==> config.mk <==
export PLATFORM = sky130hd
export DESIGN_NAME = nes_controller_reader
export DESIGN_NICKNAME = d
export VERILOG_FILES = /design/src/rtl/nes_controller_reader.sv
export SDC_FILE = /design/constraint.sdc
export NUM_CORES = 1
export LEC_CHECK = 0
export ABC_AREA = 0
export CAP_MARGIN = 20
export CORE_ASPECT_RATIO = 1.25
export CORE_MARGIN = 1
export CORE_UTILIZATION = 64
export CTS_CLUSTER_SIZE = 20
export DETAILED_ROUTE_END_ITERATION = 6
export GPL_ROUTABILITY_DRIVEN = 0
export PLACE_DENSITY = 0.84
export RECOVER_POWER = 50
export SYNTH_ARGS = -nofsm -noshare
export SYNTH_HDL_FRONTEND = slang
export SYNTH_SLANG_ARGS = --single-unit
export TNS_END_PERCENT = 1
==> constraint.sdc <==
create_clock -name clk -period 3.5 [get_ports clk]
set_input_delay 0.35 -clock clk [delete_from_list [all_inputs] [get_ports clk]]
set_output_delay 0.35 -clock clk [all_outputs]
set_load 0.01 [all_outputs]
==> src/rtl/nes_controller_reader.sv <==
// NES pad reader: drives latch/serial clock to the pad's shift register and
// collects the 8 button bits into a registered parallel word.
`timescale 1ns/1ps

module nes_controller_reader #(
    parameter int HALF_CYCLES = 300,
    parameter int POLL_CYCLES = 833333,
    parameter bit ACTIVE_LOW  = 1'b0
) (
    input  logic       clk,
    input  logic       reset,
    input  logic       poll_en,
    input  logic       poll_now,
    input  logic       data,
    output logic       latch,
    output logic       nes_clk,
    output logic [7:0] buttons,
    output logic       valid,
    output logic       busy
);

    localparam int PHASE_W = $clog2(2 * HALF_CYCLES);
    localparam int POLL_W  = $clog2(POLL_CYCLES);
    localparam logic [PHASE_W-1:0] LATCH_LAST = PHASE_W'(2 * HALF_CYCLES - 1);
    localparam logic [PHASE_W-1:0] HALF_LAST  = PHASE_W'(HALF_CYCLES - 1);
    localparam logic [POLL_W-1:0]  POLL_LAST  = POLL_W'(POLL_CYCLES - 1);

    typedef enum logic [2:0] {
        IDLE,
        LATCH,
        LOW,
        HIGH,
        DONE
    } state_t;

    state_t             state_q, state_d;
    logic [POLL_W-1:0]  poll_cnt_q, poll_cnt_d;
    logic               timer_hit_q, timer_hit_d;
    logic [PHASE_W-1:0] phase_q, phase_d;
    logic [2:0]         bit_idx_q, bit_idx_d;
    logic [7:0]         shift_q, shift_d;
    logic [1:0]         sync_q, sync_d;
    logic [7:0]         buttons_q, buttons_d;
    logic               latch_q, latch_d;
    logic               nes_clk_q, nes_clk_d;
    logic               valid_q, valid_d;
    logic               busy_q, busy_d;

    always_ff @(posedge clk or posedge reset) begin
        if (reset) begin
            state_q     <= IDLE;
            poll_cnt_q  <= '0;
            timer_hit_q <= 1'b0;
            phase_q     <= '0;
            bit_idx_q   <= '0;
            shift_q     <= '0;
            sync_q      <= '0;
            buttons_q   <= '0;
            latch_q     <= 1'b0;
            nes_clk_q   <= 1'b0;
            valid_q     <= 1'b0;
            busy_q      <= 1'b0;
        end else begin
            state_q     <= state_d;
            poll_cnt_q  <= poll_cnt_d;
            timer_hit_q <= timer_hit_d;
            phase_q     <= phase_d;
            bit_idx_q   <= bit_idx_d;
            shift_q     <= shift_d;
            sync_q      <= sync_d;
            buttons_q   <= buttons_d;
            latch_q     <= latch_d;
            nes_clk_q   <= nes_clk_d;
            valid_q     <= valid_d;
            busy_q      <= busy_d;
        end
    end

    always_comb begin
        state_d     = state_q;
        poll_cnt_d  = poll_cnt_q;
        timer_hit_d = 1'b0;
        phase_d     = phase_q;
        bit_idx_d   = bit_idx_q;
        shift_d     = shift_q;
        buttons_d   = buttons_q;
        sync_d      = {sync_q[0], data};

        case (state_q)
            IDLE: begin
                // Timer expiry is registered, so the poll starts one cycle after the count hits its end.
                if (poll_now || timer_hit_q) begin
                    state_d    = LATCH;
                    poll_cnt_d = '0;
                    phase_d    = '0;
                end else if (!poll_en) begin
                    poll_cnt_d = '0;
                end else begin
                    timer_hit_d = (poll_cnt_q == POLL_LAST);
                    if (poll_cnt_q != POLL_LAST) begin
                        poll_cnt_d = poll_cnt_q + POLL_W'(1);
                    end
                end
            end
            LATCH: begin
                if (phase_q == LATCH_LAST) begin
                    state_d   = LOW;
                    phase_d   = '0;
                    bit_idx_d = '0;
                end else begin
                    phase_d = phase_q + PHASE_W'(1);
                end
            end
            LOW: begin
                if (phase_q == HALF_LAST) begin
                    shift_d[bit_idx_q] = sync_q[1];
                    state_d            = HIGH;
                    phase_d            = '0;
                end else begin
                    phase_d = phase_q + PHASE_W'(1);
                end
            end
            HIGH: begin
                if (phase_q == HALF_LAST) begin
                    phase_d = '0;
                    if (bit_idx_q == 3'd7) begin
                        // Word is complete; publish it alongside the valid pulse.
                        state_d   = DONE;
                        buttons_d = ACTIVE_LOW ? ~shift_q : shift_q;
                    end else begin
                        state_d   = LOW;
                        bit_idx_d = bit_idx_q + 3'd1;
                    end
                end else begin
                    phase_d = phase_q + PHASE_W'(1);
                end
            end
            DONE: begin
                state_d    = IDLE;
                poll_cnt_d = '0;
            end
            default: begin
                state_d = IDLE;
            end
        endcase

        latch_d   = (state_d == LATCH);
        nes_clk_d = (state_d == HIGH);
        valid_d   = (state_d == DONE);
        busy_d    = (state_d != IDLE);
    end

    assign latch   = latch_q;
    assign nes_clk = nes_clk_q;
    assign buttons = buttons_q;
    assign valid   = valid_q;
    assign busy    = busy_q;

endmodule

==> results of run 1 <==
logic make-up (layout without fill, tap and decap cells):
family / after synthesis / after routing / share of synthesized area [%]
simple gates: 128 / 128 / 24.3
compound gates: 64 / 64 / 12.8
flops: 59 / 59 / 50.1
buf+inv: 20 / 45 / 2.93
mux: 17 / 17 / 6.46
fa+ha+maj: 5 / 5 / 2.12
xor+xnor: 4 / 4 / 1.19
through the flow:
| step | utilization [%] | power, mW | setup WS (ns) | instances |
|---|---|---|---|---|
| after detailed placement | 71.2 | 0.735 | 1.02 | 364 |
| after global placement | 71.2 | 0.733 | 1.07 | 364 |
| final | 76.0 | 1.37 | 1.15 | 380 |
| after global routing | 76.0 | 1.42 | 1.05 | 380 |
| after floorplan | - | 0.721 | 1.59 | 297 |
| after CTS | 76.0 | 1.39 | 1.19 | 380 |
layout make-up:
class,instances,area share (%)
sequential,59,43.9
multi-input combinational,218,41.1
timing repair buffer,19,5.43
clock buffer,12,4.91
tap,58,2.16
clock inverter,4,1.41
inverter,10,1.12
how the worst max path moves through the flow:
stage / slack, ns / endpoint / cells past startpoint
after floorplan: 1.59 / shift_q[2] / 5
after global placement: 1.07 / poll_cnt_q[2] / 7
after detailed placement: 1.02 / poll_cnt_q[2] / 7
after CTS: 1.19 / poll_cnt_q[16] / 5
after global routing: 1.05 / phase_q[8] / 6
final: 1.15 / poll_cnt_q[16] / 5
layer usage:
| layer | GRT usage, % | vias up | routed length, um |
|---|---|---|---|
| met1 | 35.8 | 1166 | 2670 |
| met5 | 0 | - | 0 |
| met3 | 9.12 | 19 | 313 |
| met4 | 14.2 | 0 | 161 |
| met2 | 44.6 | 84 | 3120 |
| li1 | - | 1119 | - |
placed cells by master, fill, tap and decap left out, drive strengths merged, types with 4 or more instances in the layout:
master / count
nor2: 23
or3: 5
mux2: 16
inv: 10
dlygate4sd3: 4
nand3b: 5
nor3: 11
nand2: 30
nand2b: 5
ha: 5
clkdlybuf4s50: 12
a31oi: 5
a21oi: 15
o21ai: 26
dfrtp: 59
nand3: 18
nand4: 7
o31ai: 8
clkbuf: 12
power groups by stage:
stage          registers, mW  clock network [mW]  logic, mW
6_report               0.690               0.654     0.0309
5_1_grt                0.690               0.696     0.0357
4_1_cts                0.690               0.665     0.0323
3_5_place_dp           0.702                   0     0.0323
3_3_place_gp           0.702                   0     0.0311
2_1_floorplan          0.701                   0     0.0197
flip-flops by register name, summed over array words and instances, names as in the netlist, 2 cells and up:
name and count:
buttons 8, poll_cnt_q 20, state_q 3, shift_q 8, bit_idx_q 3, sync_q 2, phase_q 10
==> summary.md, run 1 <==
| Metric | Value |
|---|---|
| Status | completed |
| Portion of total power attributed to the clock network | 47.6% |
| Number of buffers added on ports | 16 |
| Pwr/cell area | 409 nW/um^2 |
| Routed length per placed instance | 16.5 um |
| Number of synthesis warnings | 0 |
| Part of the cycle the worst path needs | 67.2% |
| Nets in the synthesized netlist | 307 |
| Cell area reported after detailed placement | 3150 um^2 |
| Async set-or-reset flop fraction in the synthesized netlist | 100% |
| Final antenna diode count | 0 |
| Footprint of the multi-input gates | 1380 um^2 |
| Buffer levels on the longest clock path | 2 |
| Cts repair resizes | 0 |
| Combinational fraction of design power | 2.2% |
| Worst-case hold slack | 0.354 ns |
| Number of synthesized flops with an enable pin | 0 |
| Net count of the finished layout | 327 |
| Dominant cells by area after synthesis | sky130_fd_sc_hd__dfrtp_1, sky130_fd_sc_hd__mux2_2, sky130_fd_sc_hd__o21ai_0 |
| Hold Path Stages | 0 |
| Vias in the first global route | 2197 |
| Syn Area/Cell | 9.91 um^2 |
| Cell count after synthesis | 297 |
| Crit Reg-Reg Endpoint | poll_cnt_q[16] |
| Sequential Area | 1480 um^2 |
| CTS tree | done |
| Type of the setup path with the least slack | reg -> reg |
| Slew headroom | 15.1% |
| Crit Reg-Reg Startpoint | state_q[0] |
| Sequential cell fraction of total power | 50.2% |
| Type of destination of the critical path | flop |
| Yosys reg bits | 59 |
| First-pass GRT wire length | 10500 um |
| Number of distinct library cells after synthesis | 46 |
| Crit path from | state_q[0] |
| Portion of the post-synthesis area used by sequential elements | 50.1% |
| Die boundary width | 62.7 um |
| Leakage component of the power | 1.45 nW |
| Slew at the pin closest to its max-slew limit | 1.27 ns |
| Timing-limited maximum frequency | 425 MHz |
| Logic depth of the worst register-to-register path | 5 |
| Fillers | 296 |
| Endpoint of the worst hold path | sync_q[1] |
| Layout cells sized above 1 | 13.4% |
| Initial Utilization | 66.5% |
| Maximum capacitance violations | 0 |
| Clk Latency, worst-skew pair | 0.35 ns |
| Cell with the biggest individual delay on the critical path | sky130_fd_sc_hd__o211ai_1 |
| Crit path cell chain | or2_2, o211ai_1, a21oi_1, o21ai_0, o31ai_1 |
| Setup violation total in the final timing report | 0 |
| Area grow syn2layout | 14.2% |
| Unrepaired setup endpoints after global routing | false |
| Element type at the critical path start | flop |
| Worst Hold Launch | sync_q[0] |
| Initial antenna violation count | 0 |
| Type of the tightest min-delay check | reg -> reg |
| Worst Skew | 0.00969 ns |
| Starting DRC count in detailed routing | 290 |
| Buffer count from post-CTS setup fixing | 0 |
| Data required, critical path | 3.71 ns |
| Total gr overflow | 0 |
| Top cell type's share of synthesized area | 50.1% |
| CP delay by family, top | compound AO/OA/AOI/OAI gates |
| Total clock buffers created by CTS | 9 |
| Area of the mapped netlist | 2940 um^2 |
| Post-detail-place hpwl | 3980 um |
| Total number of vias | 2388 |
| Yosys top cell by area | sky130_fd_sc_hd__dfrtp_1 |
| Htree depth | 3 |
| Vias per std cell | 6.28 |
| Setup slack of the worst register-to-register path | 1.15 ns |
| Number of buffers inserted by hold repair at cts | 0 |
| Total Negative Setup Slacks | 0 ns |
| Total routed wirelength | 6270 um |
| Leading register cell type out of synthesis | sky130_fd_sc_hd__dfrtp_1 |
| Switching power | 0.296 mW |
| Post-route cell area | 3360 um^2 |
| GRT Overall Usage | 28.6% |
| VDD IR max | 0.464 mV |
| Remaining antenna violation count after routing | 0 |
| Pin count of the biggest net entering global routing | 34 |
| Cell with the most instances after synthesis | sky130_fd_sc_hd__dfrtp_1 |
| Highest net fanout along the worst path | 12 |
| Critical path data arrival time | 2.56 ns |
| Vertical extent of the die | 77.8 um |
| Largest stage delay, worst path | 0.82 ns |
| Floorplan core area | 4430 um^2 |
| Clock net sink count | 59 |
| Post-route DRC violation count | 0 |
| Total count of max-transition violations in the final report | 0 |
| Count of boundary I/O pins | 17 |
| Switching fraction of total power | 21.5% |
| Int Power | 1.08 mW |
| Core Rows | 27 |
| Synth top cells by count | sky130_fd_sc_hd__dfrtp_1, sky130_fd_sc_hd__nand2_1, sky130_fd_sc_hd__o21ai_0 |
| WP buf/inv | 0 |
| First drt pass iteration count | 4 |
| Clock-pin slew on the worst setup and hold paths | 0.06 ns |
| Final Hold Violating Endpoints | 0 |
| Clk root buf | sky130_fd_sc_hd__clkbuf_8 |
| DIE AREA | 4880 um^2 |
| Final period demand of the worst path | 2.35 ns |
Power figures use the tool's default switching activity.
==> run 2, diff against run 1 <==
--- a/config.mk
+++ b/config.mk
@@ -9,11 +9,11 @@
 export CAP_MARGIN = 20
 export CORE_ASPECT_RATIO = 1.25
 export CORE_MARGIN = 1
-export CORE_UTILIZATION = 64
+export CORE_UTILIZATION = 53
 export CTS_CLUSTER_SIZE = 20
 export DETAILED_ROUTE_END_ITERATION = 6
 export GPL_ROUTABILITY_DRIVEN = 0
-export PLACE_DENSITY = 0.84
+export PLACE_DENSITY = 0.74
 export RECOVER_POWER = 50
 export SYNTH_ARGS = -nofsm -noshare
 export SYNTH_HDL_FRONTEND = slang
==> constraint.sdc (replaced) <==
create_clock -name clk -period 2 [get_ports clk]
set_input_delay 0.2 -clock clk [delete_from_list [all_inputs] [get_ports clk]]
set_output_delay 0.2 -clock clk [all_outputs]
set_load 0.01 [all_outputs]
==> run 2 against run 1 <==
Net effect: sequential share of layout area shrank 4.1 points; count of clock-buffer cells in the layout is the same; largest cell class unchanged; largest power group unchanged; clock skew down 0.0028 ns; final cell count is 11% higher; combinational power is 85% higher; wire length is 0.83% higher; global-route usage decreased by 3.7 points; critical path depth grew 1; first-iteration DRC count down 47%.
==> summary.md, run 2 (same netlist as run 1, synthesis figures left out) <==
| Metric | Value |
|---|---|
| Status | completed (unchanged) |
| Type of the setup path with the least slack | reg -> reg (unchanged) |
| Core Rows | 30 (was 27) |
| Cell area reported after detailed placement | 3430 um^2 (was 3150 um^2) |
| Cell count after placement | 404 (was 364) |
| Die boundary width | 68.7 um (was 62.7 um) |
| Critical path data arrival time | 2.20 ns (was 2.56 ns) |
| Total Negative Setup Slacks | 0 ns (unchanged) |
| Total routed wirelength | 6330 um (was 6270 um) |
| Area grow syn2layout | 26.3% (was 14.2%) |
| Starting DRC count in detailed routing | 153 (was 290) |
| Remaining antenna violation count after routing | 0 (unchanged) |
| Clk Latency, worst-skew pair | 0.35 ns (about the same) |
| Unrepaired setup endpoints after global routing | true (was false) |
| CTS tree | done (unchanged) |
| Top Usage Layer GRT | met2 (unchanged) |
| Final period demand of the worst path | 1.97 ns (was 2.35 ns) |
| Clock net sink count | 59 (unchanged) |
| Timing-limited maximum frequency | 508 MHz (was 425 MHz) |
| Clk root buf | sky130_fd_sc_hd__clkbuf_8 (unchanged) |
| Global routing usage on met3 | 5.65% (was 9.12%) |
| Cell with the biggest individual delay on the critical path | sky130_fd_sc_hd__or3b_4 (was sky130_fd_sc_hd__o211ai_1) |
| Non-filler instance count after layout | 422 (was 380) |
| Pwr/cell area | 650 nW/um^2 (was 409 nW/um^2) |
| Total count of max-transition violations in the final report | 0 (unchanged) |
| Type of destination of the critical path | flop (unchanged) |
| Count of boundary I/O pins | 17 (unchanged) |
| Number of buffers inserted by hold repair at cts | 0 (unchanged) |
| Worst-case hold slack | 0.336 ns (was 0.354 ns) |
| DIE AREA | 5860 um^2 (was 4880 um^2) |
| Post-route cell area | 3720 um^2 (was 3360 um^2) |
| Leakage component of the power | 1.64 nW (was 1.45 nW) |
| Largest regs | poll_cnt_q x20, phase_q x10 (unchanged) |
| Final antenna diode count | 0 (unchanged) |
| VDD IR max | 0.577 mV (was 0.464 mV) |
| Slew at the pin closest to its max-slew limit | 0.786 ns (was 1.27 ns) |
| Total number of vias | 2463 (was 2388) |
| Post-route DRC violation count | 0 (unchanged) |
| Initial antenna violation count | 0 (unchanged) |
| Routed length per placed instance | 15.0 um (was 16.5 um) |
| Pin count of the biggest net entering global routing | 32 (was 34) |
| Met2 Usage GRT | 40.3% (was 44.6%) |
| First drt pass iteration count | 4 (unchanged) |
| Vias in the first global route | 2328 (was 2197) |
| Post-detail-place hpwl | 4490 um (was 3980 um) |
| Most common cell after layout, fill and taps aside | sky130_fd_sc_hd__dfrtp_1 (unchanged) |
| Largest register FFs | 20 (unchanged) |
| Total clock buffers created by CTS | 9 (unchanged) |
| Type of the tightest min-delay check | in -> async (was reg -> reg) |
| Data required, critical path | 2.23 ns (was 3.71 ns) |
| Vertical extent of the die | 85.3 um (was 77.8 um) |
| Slew headroom | 47.6% (was 15.1%) |
| Total gr overflow | 0 (unchanged) |
| Register bank with the most flops | poll_cnt_q (unchanged) |
| Maximum capacitance violations | 0 (unchanged) |
| Number of buffers added on ports | 16 (unchanged) |
| Buffer levels on the longest clock path | 2 (unchanged) |
| Crit path cell chain | or3b_4, nor3_4, nand4b_1, buf_4, nor3b_2, mux2_2 (was or2_2, o211ai_1, a21oi_1, o21ai_0, o31ai_1) |
| Layout cells sized above 1 | 26.0% (was 13.4%) |
| Initial Utilization | 54.5% (was 66.5%) |
| Htree depth | 3 (unchanged) |
| Element type at the critical path start | flop (unchanged) |
| Vias per std cell | 5.84 (was 6.28) |
| Highest net fanout along the worst path | 5 (was 12) |
| Worst Skew | 0.00692 ns (was 0.00969 ns) |
| Final Hold Violating Endpoints | 0 (unchanged) |
| Setup violation total in the final timing report | 0 (unchanged) |
| Clock-pin slew on the worst setup and hold paths | 0.07 ns (was 0.06 ns) |
| Fin util | 68.8% (was 76.0%) |
| Met1 track demand over resource in global routing | 30.5% (was 35.8%) |
| Top library cells by usage in the layout, fill and taps aside | sky130_fd_sc_hd__dfrtp_1, sky130_fd_sc_hd__buf_4, sky130_fd_sc_hd__nand2_1 (was sky130_fd_sc_hd__dfrtp_1, sky130_fd_sc_hd__nand2_1, sky130_fd_sc_hd__o21ai_0) |
| GRT Overall Usage | 24.9% (was 28.6%) |
| Largest stage delay, worst path | 0.42 ns (was 0.82 ns) |
| First-pass GRT wire length | 10700 um (was 10500 um) |
| Floorplan core area | 5410 um^2 (was 4430 um^2) |
| Part of the cycle the worst path needs | 98.5% (was 67.2%) |
| Net count of the finished layout | 363 (was 327) |
| Fillers | 440 (was 296) |
run 2: changes by cell type in the layout (fill, tap and decap cells not counted), moves of 2 or more:
cell,previous run,this run
sky130_fd_sc_hd__nor2_2,0,2
sky130_fd_sc_hd__dlygate4sd3_1,4,2
sky130_fd_sc_hd__buf_4,3,36
sky130_fd_sc_hd__nor2_1,22,20
sky130_fd_sc_hd__o31ai_1,8,6
sky130_fd_sc_hd__nor3b_1,3,1
sky130_fd_sc_hd__nor3_2,0,3
sky130_fd_sc_hd__nor3b_2,0,2
sky130_fd_sc_hd__nor3_1,10,7
sky130_fd_sc_hd__clkdlybuf4s50_1,12,14
run 2: final timing paths:
kind	slack, ns	start	cells after the start	to
min	0.34	reset	2	buttons[3]
max reg2reg	0.03	phase_q[2]	6	shift_q[1]
max in group asynchronous	0.45	reset	3	poll_cnt_q[2]
min in group clk	0.37	sync_q[0]	0	sync_q[1]
max	0.03	phase_q[2]	6	shift_q[1]
min reg2reg	0.37	sync_q[0]	0	sync_q[1]
run 2: cell type report:
class	instances	area (um^2)	area share [%]
sequential	59	1480	39.8
multi-input combinational	218	1460	39.2
timing repair buffer	55	450	12.1
clock buffer	12	165	4.44
tap	64	80.1	2.15
clock inverter	4	47.5	1.28
inverter	10	37.5	1.01
run 2: what timing repair did:
item	in CTS	in global routing
setup buffers	0	2
resized for setup	1	17
pin swaps	0	8
endpoints found under the setup margin	1	32
run 2: metal layers:
metal	up-vias	wire, um
li1	1190	-
met1	1194	2750
met2	61	3170
met3	18	268
met4	0	138
met5	-	0
run 2: stage by stage:
stage	total power, mW	setup WS (ns)
finish	2.42	0.0299
global route	2.49	-0.0433
CTS	2.44	0.0244
detailed placement	1.29	-0.0318
global placement	1.29	-0.00337
floorplan	1.26	0.0907
run 2: report_power, final:
| group | leakage (nW) | total [mW] | internal (mW) | switching (mW) |
|---|---|---|---|---|
| clock network | 0.108 | 1.15 | 0.672 | 0.479 |
| registers | 0.757 | 1.21 | 1.20 | 0.00780 |
| logic | 0.778 | 0.0572 | 0.0194 | 0.0378 |
| total | 1.64 | 2.42 | 1.89 | 0.525 |
run 2: worst max-delay path, delay by kind of cell, from the launching register on:
kind / cells / cell delay (ns)
simple gates: 4 / 0.96
flops: 1 / 0.38
mux: 1 / 0.34
buf+inv: 1 / 0.17
